==> config.mk <==
export PLATFORM = sky130hd
export DESIGN_NAME = enc16x4_queue
export DESIGN_NICKNAME = d
export VERILOG_FILES = /design/src/rtl/enc16x4_pkg.sv /design/src/rtl/enc16x4_queue_prio.sv /design/src/rtl/enc16x4_queue.sv
export SDC_FILE = /design/constraint.sdc
export NUM_CORES = 1
export LEC_CHECK = 0
export CORE_AREA = 4 4 59 61
export CTS_BUF_LIST = sky130_fd_sc_hd__clkbuf_8
export DETAILED_ROUTE_END_ITERATION = 12
export DIE_AREA = 0 0 63 65
export PLACE_DENSITY = 0.86
export SYNTH_ARGS = -nofsm -noshare
export SYNTH_HDL_FRONTEND = slang
export SYNTH_HIERARCHICAL = 1
export SYNTH_SLANG_ARGS = --single-unit
==> constraint.sdc <==
create_clock -name clk -period 13.1 [get_ports clk]
set_input_delay 2.62 -clock clk [delete_from_list [all_inputs] [get_ports clk]]
set_output_delay 2.62 -clock clk [all_outputs]
set_load 0.01 [all_outputs]
==> src/rtl/enc16x4_pkg.sv <==
// enc16x4_pkg: shared widths, types and popcount helper for the 16-to-4 event encoder.
package enc16x4_pkg;
    localparam int N = 16;
    localparam int W = 4;

    typedef logic [W-1:0] idx_t;
    typedef logic [N-1:0] req_t;

    function automatic logic [W:0] popcount(input req_t v);
        logic [W:0] c;
        c = '0;
        for (int i = 0; i < N; i++) c += {{W{1'b0}}, v[i]};
        return c;
    endfunction
endpackage

==> src/rtl/enc16x4_queue_prio.sv <==
// prio_enc16x4: combinational highest-set-bit encoder built from four 4-input stages
// and a group-select stage, mirroring the 2x4-based decoder tree.
module prio_enc16x4
    import enc16x4_pkg::*;
(
    input  req_t v_i,
    output idx_t idx_o,
    output logic nz_o
);
    logic [3:0] g_nz;
    logic [1:0] g_idx [4];
    logic [1:0] sel;

    for (genvar g = 0; g < 4; g++) begin : g_stage
        logic [3:0] s;
        assign s        = v_i[4*g +: 4];
        assign g_nz[g]  = |s;
        assign g_idx[g] = s[3] ? 2'd3 : s[2] ? 2'd2 : s[1] ? 2'd1 : 2'd0;
    end

    assign sel   = g_nz[3] ? 2'd3 : g_nz[2] ? 2'd2 : g_nz[1] ? 2'd1 : 2'd0;
    assign idx_o = {sel, g_idx[sel]};
    assign nz_o  = |g_nz;
endmodule

==> src/rtl/enc16x4_queue.sv <==
// enc16x4_queue: captures one-hot event pulses into a pending register and drains
// them as binary indices over valid/ready, highest index first.
module enc16x4_queue
    import enc16x4_pkg::*;
(
    input  logic       clk,
    input  logic       rst,
    input  logic       en,
    input  req_t       req,
    output idx_t       idx,
    output logic       valid,
    input  logic       ready,
    output logic [W:0] pend_cnt,
    output logic       any_pend
);
    req_t       pend_q, pend_d, clr;
    idx_t       idx_q, idx_d, top_idx;
    logic       valid_q, valid_d, top_nz, load;
    logic [W:0] cnt_q, cnt_d;

    prio_enc16x4 u_prio (.v_i(pend_q), .idx_o(top_idx), .nz_o(top_nz));

    // New requests are OR-ed in after the clear so a re-request of the popped bit survives.
    always_comb begin
        load    = !valid_q || ready;
        clr     = (load && top_nz) ? req_t'(1) << top_idx : '0;
        pend_d  = (pend_q & ~clr) | (req & {N{en}});
        valid_d = load ? top_nz : valid_q;
        idx_d   = (load && top_nz) ? top_idx : idx_q;
        cnt_d   = popcount(pend_d);
    end

    always_ff @(posedge clk) begin
        if (rst) begin
            pend_q  <= '0;
            idx_q   <= '0;
            valid_q <= 1'b0;
            cnt_q   <= '0;
        end else begin
            pend_q  <= pend_d;
            idx_q   <= idx_d;
            valid_q <= valid_d;
            cnt_q   <= cnt_d;
        end
    end

    assign idx      = idx_q;
    assign valid    = valid_q;
    assign pend_cnt = cnt_q;
    assign any_pend = (|pend_q) | valid_q;
endmodule

* Word-level counts from Yosys, hierarchy flattened
Cells that the tools add are included.
** Word-level totals
- Logic and storage cells :: 53
- Bits of input ports :: 20
- Register bits after elaboration :: 26
- Output and inout port bits :: 11
** Cells by class
- Reduce and logical (&&, ||, !) cells :: 7
- Bitwise gates (word level) :: 6
- Multiplexer cells :: 19
- $lt $le $gt $ge :: 1
- Shift operators :: 1
- $add $sub $neg :: 15
** Operators by type and width (count)
- adder 5 x 1 -> 5 bit :: 11
- AND 16 bit :: 2
- 2-to-1 mux 2 bit :: 12
- 2-to-1 mux 16 bit :: 1
- inverter 16 bit :: 1
- bitwise OR 16 bit :: 1
- OR reduction 16 bit :: 1
- << shifter 1 x 4 -> 16 bit (first input constant) :: 1
- OR reduction 4 bit :: 3
- adder 4 x 1 -> 5 bit :: 1
- 2-to-1 mux 1 bit :: 5
- adder 3 x 1 -> 4 bit :: 1
- binary-select mux 2 bit (select 2 bit) :: 1
- adder 2 x 1 -> 3 bit :: 1
- greater-or-equal comparator 3 bit (second input constant) :: 1
- inverter 2 -> 3 bit :: 1
- adder 1 x 1 -> 2 bit :: 1
- logical AND 1 bit :: 1
- zero test 1 bit :: 1
- logical OR 1 bit :: 1
- bitwise OR 1 bit :: 1

* Longest topological paths before layout
Gate-level depths: netlist of the first run.
- Depth in word-level cells :: 28
- Depth in mapped cells :: 19

* Modules after synthesis
Netlist of the first run, hierarchy kept.
** By module, submodules not included
- enc16x4_queue :: instances 1, area each 1514.0 um^2, cells each 165, sequential area each 520.5 um^2
- prio_enc16x4 :: instances 1, area each 171.4 um^2, cells each 28, sequential area each 0.0 um^2

* Worst setup path before layout of the first run
OpenSTA, ideal clock, no wires.
- Kind :: input to register
- Start point :: in ready
- End point :: reg cnt_q[2] (netlist: pend_cnt[2])
- Buffers on the path :: 1
- Path slack :: 6.913 ns
- Data arrival time :: 6.060 ns
- Cell stages on the path :: 15
- Library setup time :: 0.128 ns
- Cells stage by stage :: nor2b_4 buf_6 o41ai_1 nand2_1 fa_1 inv_1 fa_1 fa_1 inv_1 fa_1 ha_1 inv_1 fa_1 xor2_1 nor2_1
** On the way
- Elaborated cells on any way between the ends :: 21
- Classes of those cells :: 15 x add/sub; 1 x mux; 3 x bitwise; 2 x reduce/logical
** RTL lines
- start, declared :: line enc16x4_queue.sv:12 : input logic ready,
- logical OR 1 bit :: line enc16x4_queue.sv:25 : load = !valid_q || ready;
- logical AND 1 bit :: line enc16x4_queue.sv:26 : clr = (load && top_nz) ? req_t'(1) << top_idx : '0;
- 2-to-1 mux 16 bit :: line enc16x4_queue.sv:26
- inverter 16 bit :: line enc16x4_queue.sv:27 : pend_d = (pend_q & ~clr) | (req & {N{en}});
- AND 16 bit :: line enc16x4_queue.sv:27
- bitwise OR 16 bit :: line enc16x4_queue.sv:27
- named net pend_d[11] :: line enc16x4_queue.sv:16 : req_t pend_q, pend_d, clr;
- adder 5 x 1 -> 5 bit (5 in a row) :: line enc16x4_pkg.sv:12 : for (int i = 0; i < N; i++) c += {{W{1'b0}}, v[i]};
- end signal, assigned :: line enc16x4_queue.sv:43 : cnt_q <= cnt_d;
- end, declared :: line enc16x4_queue.sv:19 : logic [W:0] cnt_q, cnt_d;
The timed path passes the listed nets, and every way through them passes these cells.
A chain may end at the register's enable or synchronous reset.

* Worst setup path after layout of the first run
- Start point :: in ready
- End point :: reg cnt_q[2] (netlist: pend_cnt[2])
** On the way
- Elaborated cells on any way between the ends :: 21
- Classes of those cells :: 15 x add/sub; 1 x mux; 3 x bitwise; 2 x reduce/logical
** RTL lines (line)
- logical OR 1 bit :: enc16x4_queue.sv:25
- logical AND 1 bit :: enc16x4_queue.sv:26
- 2-to-1 mux 16 bit :: enc16x4_queue.sv:26
- inverter 16 bit :: enc16x4_queue.sv:27
- AND 16 bit :: enc16x4_queue.sv:27
- bitwise OR 16 bit :: enc16x4_queue.sv:27
- named net pend_d[9] :: enc16x4_queue.sv:16
- adder 5 x 1 -> 5 bit (7 in a row) :: enc16x4_pkg.sv:12
The timed path passes the listed nets, and every way through them passes these cells.

==> results of run 1 <==
how the worst min path moves through the flow:
stage              start  depth (start not counted)         to
2_1_floorplan  pend_q[0]                          2  pend_q[0]
3_3_place_gp      idx[2]                          2     idx[2]
3_5_place_dp      idx[1]                          2     idx[1]
4_1_cts           idx[0]                          2     idx[0]
5_1_grt           idx[1]                          2     idx[1]
6_report          idx[0]                          2     idx[0]
per-stage QoR:
stage | cells | hold slack [ns]
3_5_place_dp | 249 | 0.4732
2_1_floorplan | 193 | 0.4643
4_1_cts | 253 | 0.4880
3_3_place_gp | 249 | 0.4629
6_report | 253 | 0.4865
5_1_grt | 253 | 0.5088
critical path, stage by stage:
cell,delay [ns]
clkdlybuf4s50_1,0.52
nor2b_4,0.12
o41ai_1,0.48
nand2_1,0.14
fa_1,0.52
inv_1,0.05
fa_1,0.45
fa_1,0.54
inv_1,0.05
fa_1,0.48
ha_1,0.17
inv_1,0.05
fa_1,0.39
xor2_1,0.15
nor2_1,0.05
area by class of cell:
| type | count | share of cell area |
|---|---|---|
| tap | 33 | 0.02028 |
| multi-input combinational | 143 | 0.5163 |
| clock buffer | 4 | 0.02704 |
| inverter | 16 | 0.02950 |
| sequential | 26 | 0.2557 |
| timing repair buffer | 31 | 0.1512 |
registers in the layout, summed over array words and instances, names as in the netlist:
name,count
pend_q,16
pend_cnt,5
idx,4
valid,1
routing by layer:
layer  share of wire  wire length [um]  GRT usage
met1            0.44              1694     0.2709
met2            0.48              1842     0.3333
met3           0.063               242    0.04506
met4           0.024                92    0.09366
met5               0                 0          0
cell usage in the layout, fill, tap and decap left out, drive strengths merged, types with 3 or more instances in the layout:
master	count
ha	5
inv	16
dfxtp	26
fa	10
clkdlybuf4s50	30
and2	4
nor2	9
or2	3
clkbuf	4
nand2b	4
o41ai	16
nor2b	3
a21oi	27
o21ai	7
nand3	4
nand2	33
nor4	8
logic make-up (layout without fill, tap and decap cells):
kind of cell	count (synthesis)	count (layout)
simple gates	73	73
mux	1	1
buf+inv	24	51
xor+xnor	1	1
fa+ha+maj	15	15
flops	26	26
compound gates	53	53
power by group through the flow:
stage               clock [uW]  combinational [uW]  sequential, uW
floorplan                    0                 119             102
global placement             0                 164            99.9
detailed placement           0                 172            99.9
CTS                       54.6                 174            98.3
global route              59.3                 195            99.6
finish                    53.6                 171            98.3
==> PnR_summary.wiki, run 1 <==
{| class="wikitable"
! Metric !! Value
|-
| Outcome || complete, no violations
|-
| Number of antenna violations at the first check in global routing || 0
|-
| Fin area || between 2000 and 2500 um^2
|-
| Worst min-delay path class || reg -> reg
|-
| Core area || about 3000 um^2
|-
| Post-cts repair resize count || 0
|-
| Total global routing overflow || 0
|-
| First-pass iteration count of the detailed router || 4
|-
| GRT Overall Usage || 0.2090
|-
| Most repeated cell in the gate-level netlist after synthesis || nand2_1
|-
| Number of hold buffers added after CTS || 0
|-
| Cell count after synthesis || roughly 190
|-
| Crit path time final || 6.657 ns
|-
| Critical path launch point type || primary input
|-
| CTS tree || done
|-
| Area growth syn-to-layout || 20.79%
|-
| Count of fill cells added during filler insertion || ~240
|-
| Arrival time of data at the critical path endpoint || between 6 and 7 ns
|-
| Reg2Reg Depth || 18
|-
| DP Area || 1981 um^2
|-
| First-pass GRT wire length || 6748 um
|-
| Remaining design rule violation count || 0
|-
| Top cell types by occurrence after synthesis || nand2_1, a21oi_1, dfxtp_1
|-
| Core utilization of the finished layout || 0.6836
|-
| Highest Clock Rate || 150.2 MHz
|-
| Most used flip-flop cell after synthesis || dfxtp_1
|-
| Initial core utilization || 0.5660
|-
| Final hold vios || 0
|-
| Quantity of I/O buffers inserted on ports || 30
|-
| Adder-cell share of the synthesized area || 0.1559
|-
| Worst flop-to-flop path startpoint || pend_q[13]
|-
| Buffer cell driving the clock tree root || clkbuf_8
|-
| Area used by multi-input combinational logic || roughly 1100 um^2
|-
| Basic-gate share of the synthesized area counting and, or, nand and nor cells || 0.2316
|-
| Routed WL || 3871 um
|-
| Endpoint type of the worst setup path || flop
|-
| Number of top-level design ports || 31
|-
| Pin count of the biggest net entering global routing || 27
|-
| Post-placement worst setup slack || approximately 6.2 ns
|-
| Slew of the pin with the lowest slew margin || 0.9068 ns
|-
| Max Root-Sink Buffers || 2
|-
| Skew-Pair Late Insertion Delay || about 0.28 ns
|-
| Warnings from Yosys || 6
|-
| Multiplexer share of the synthesized area || 0.005939
|-
| Area share of the largest cell type after synthesis || 0.3088
|-
| Power after layout || about 320 uW
|-
| Switching power total || roughly 120 uW
|-
| Count of pins over their slew limit || 0
|-
| XOR/XNOR share of the synthesized area || 0.005197
|-
| RD Place Congestion || between 0.9 and 1
|-
| Total negative slack for setup checks || 0 ns
|-
| Biggest fanout along the worst timing path || 20
|-
| Number of design-rule violations left by the first detailed-router iteration || roughly 150
|-
| Worst Path Required || approximately 13 ns
|-
| Nets in the synthesized netlist || 228
|-
| Die span in y || 65 um
|-
| Count of vias placed by the detailed router || approximately 1500
|-
| H-tree Lvls || 1
|-
| Std cell rows || 20
|-
| Die outline width || around 63 um
|-
| Leakage power figure || ~0.00085 uW
|-
| Internal power component || roughly 200 uW
|-
| Diodes inserted || 0
|-
| Number of synthesized flops with an enable pin || 0
|-
| Number of nets still failing antenna checks after routing || 0
|-
| Post-synthesis instance area || 1685 um^2
|-
| Fraction of power consumed by sequential logic || 0.305
|-
| Share of final-layout standard cells stronger than drive strength 1 || 0.1045
|-
| Synthesized area per cell || roughly 8.7 um^2
|-
| PD cells || about 160 nW/um^2
|-
| Number of endpoints failing setup at the final stage || 0
|-
| Library cell occupying the most area in the post-synthesis netlist || dfxtp_1
|-
| RSZ-0062 raised after global routing || false
|-
| Die area || roughly 4100 um^2
|-
| Main combinational cell family by area after synthesis || simple AND/OR/NAND/NOR gates
|-
| # nets final || roughly 260
|-
| Number of synthesized register bits || 26
|-
| Max cap viols || 0
|-
| Setup slack on the worst flop-to-flop path || roughly 7.9 ns
|-
| Max rail drop VDD || roughly 0.16 mV
|-
| Sequential area share after synthesis || 0.3088
|-
| Critical Setup Path Class || in -> reg
|-
| Worst-case headroom to the max-slew limit || 0.3936
|-
| Final setup slack of the worst path || roughly 6.4 ns
|-
| Comb power frac || 0.529
|-
| Compound-Gate Fraction of Synth Area || 0.2249
|-
| Launch point of the worst path || ready
|-
| Final routed wire length divided by cell count || roughly 15 um
|-
| Endpoint of the most critical register-to-register path || pend_cnt[2]
|-
| Setup Skew || ~0.0035 ns
|-
| Number of buffers added by the clock tree synthesis step || 3
|-
| Async SR Flop Fraction || 0
|-
| Final cycle utilization of the critical path || 0.5082
|-
| Vias in the first global route || 1439
|-
| Clock slew seen by the registers of the worst setup and hold paths || approximately 0.090 ns
|-
| Count of different cell masters after synthesis || 34
|-
| Clock Power Share || 0.166
|-
| Synth area leaders || dfxtp_1, fa_1, a21oi_1
|-
| TritonCTS Sinks || 26
|-
| Setup Buffers After CTS || 0
|-
| Number of vias per cell || between 5 and 6
|-
| DP HPWL || 2910 um
|-
| Switching Fraction || 0.3857
|-
| Flip-flop and latch area || about 520 um^2
|-
| Worst setup path end || pend_cnt[2]
|}
Note: power is estimated with default switching activity, not from simulation.
==> inputs of run 2 (changes only) <==
- CORE_AREA: 4 4 59 61 -> 4 4 61 63
- DIE_AREA: 0 0 63 65 -> 0 0 65 67
- PLACE_DENSITY: 0.86 -> 0.8
- clock period: 13.1 -> 6.9 ns (I/O delays scaled with it)
==> run 2 against run 1 <==
Against the previous run: non-clock buffer count decreased by 1; critical path depth unchanged; routed wire length down 4.9%; worst setup slack got worse by 5.0 ns; cell count up 4.3%; die area rose by 6.3%; count of clock-buffer cells in the layout is 1 lower; sequential share of layout area rose by 0.063 points; via count decreased by 3.9%; critical endpoint unchanged; largest cell class unchanged.
==> PnR_summary.wiki, run 2 (same netlist as run 1, synthesis figures left out) <==
{| class="wikitable"
! Metric !! Value
|-
| Reg2Reg Depth || 17
|-
| DP HPWL || between 2000 and 3000 um
|-
| Cell Chain, Critical Path || clkdlybuf4s50_1 -> nor2b_4 -> o41ai_1 -> nand2_1 -> fa_1 -> inv_1 -> fa_1 -> fa_1 -> inv_1 -> fa_1 -> ha_1 -> inv_1 -> fa_1 -> xor2_1 -> nor2_1
|-
| Biggest fanout along the worst timing path || 20
|-
| First-pass iteration count of the detailed router || 4
|-
| Share of final-layout standard cells stronger than drive strength 1 || 0.09633
|-
| Number of top-level design ports || 31
|-
| Area growth syn-to-layout || 20.49%
|-
| Endpoint type of the worst setup path || flop
|-
| Skew-Pair Late Insertion Delay || approximately 0.27 ns
|-
| Post-cts repair resize count || 0
|-
| Worst Hold Depth || 2
|-
| First-pass GRT wire length || roughly 6400 um
|-
| Number of hold buffers added after CTS || 0
|-
| Clock slew seen by the registers of the worst setup and hold paths || 0.09 ns
|-
| Number of antenna violations at the first check in global routing || 0
|-
| Most numerous cell on the critical path || fa_1
|-
| # nets final || around 260
|-
| Diodes inserted || 0
|-
| Die area || 4355 um^2
|-
| Remaining design rule violation count || 0
|-
| TritonCTS Sinks || 26
|-
| RSZ-0062 raised after global routing || false
|-
| Number of endpoints failing setup at the final stage || 0
|-
| Setup Skew || around 0.0076 ns
|-
| Critical Setup Path Class || in -> reg
|-
| Post-placement worst setup slack || around 1.2 ns
|-
| Most common library cell in the layout ignoring fill and taps || nand2_1
|-
| Worst min-delay path class || reg -> reg
|-
| Count of vias placed by the detailed router || approximately 1400
|-
| Max rail drop VDD || roughly 0.3 mV
|-
| Max cap viols || 0
|-
| Max Root-Sink Buffers || 2
|-
| PD cells || roughly 290 nW/um^2
|-
| Number of buffers added by the clock tree synthesis step || 3
|-
| GRT Overall Usage || 0.1909
|-
| Arrival time of data at the critical path endpoint || ~5.6 ns
|-
| Slowest cell on the critical path || o41ai_1
|-
| Quantity of I/O buffers inserted on ports || 30
|-
| Routed WL || ~3700 um
|-
| Initial core utilization || 0.5215
|-
| Core area || 3232 um^2
|-
| Number of nets still failing antenna checks after routing || 0
|-
| Final setup slack of the worst path || about 1.4 ns
|-
| Number of flip-flops in the largest register || 16
|-
| Number of design-rule violations left by the first detailed-router iteration || between 50 and 60
|-
| Slew of the pin with the lowest slew margin || about 1.1 ns
|-
| Die outline width || between 60 and 70 um
|-
| Pin count of the biggest net entering global routing || 27
|-
| Vias in the first global route || around 1500
|-
| Critical path's largest stage delay || between 0.5 and 0.6 ns
|-
| Final cycle utilization of the critical path || 0.7948
|-
| CTS tree || done
|-
| Std cell rows || 21
|-
| H-tree Lvls || 1
|-
| Highest Clock Rate || roughly 180 MHz
|-
| RD Place Congestion || about 1
|-
| Top library cells by usage in the layout, fill and taps aside || nand2_1, clkdlybuf4s50_1, a21oi_1
|-
| Crit path time final || ~5.5 ns
|-
| Critical path launch point type || primary input
|-
| Outcome || complete, no violations
|-
| Number of vias per cell || between 5 and 6
|-
| Die span in y || between 60 and 70 um
|-
| Setup Buffers After CTS || 0
|-
| Final hold vios || 0
|-
| Final routed wire length divided by cell count || 13.95 um
|-
| Register name with the most flops || pend_q
|-
| Count of pins over their slew limit || 0
|-
| Leakage power figure || ~0.00083 uW
|-
| Worst Path Required || roughly 7.0 ns
|-
| Worst-case headroom to the max-slew limit || 0.2651
|-
| Total global routing overflow || 0
|-
| Power after layout || roughly 580 uW
|-
| Total negative slack for setup checks || 0 ns
|-
| Buffer cell driving the clock tree root || clkbuf_8
|}
run 2: power breakdown:
group	internal (uW)	switching, uW	total, uW
registers	172	14.5	186
clock network	39.2	46.5	85.7
logic	148	163	311
total	358	224	583
run 2: worst paths after layout:
kind                            slack, ns     endpoint       start
worst min register to register       0.48       idx[2]      idx[2]
worst min-delay path                 0.48       idx[2]      idx[2]
worst max register to register       1.65  pend_cnt[2]  pend_q[10]
worst max-delay path                 1.42  pend_cnt[2]       ready
run 2: cell type report:
cell class	count	area, um^2
Clock buffer	3	41.29
Fill cell	303	1201
Inverter	16	60.06
Multi-Input combinational cell	143	1051
Sequential cell	26	520.5
Tap cell	46	57.56
Timing Repair Buffer	30	300.3
run 2: stage by stage:
stage	cell area, um^2	hold slack [ns]	instances	util
floorplan	1685	0.4643	193	-
global placement	1989	0.4640	261	0.6156
detailed placement	1989	0.4667	261	0.6156
CTS	2031	0.4784	264	0.6283
global route	2031	0.5254	264	0.6283
finish	2031	0.4758	264	0.6283
run 2: worst max-delay path: cells and delay by family:
kind	cells	cell delay [ns]
compound gates	1	0.53
xor+xnor	1	0.15
fa+ha+maj	6	2.54
buf+inv	4	0.68
simple gates	3	0.32
run 2: metal layers:
| layer | track usage | vias to the layer above | part of all wire |
|---|---|---|---|
| met5 | 0 | - | 0 |
| met2 | 0.3155 | 31 | 0.48 |
| met4 | 0.1082 | 0 | 0.025 |
| li1 | - | 730 | - |
| met1 | 0.2417 | 672 | 0.47 |
| met3 | 0.02024 | 7 | 0.032 |
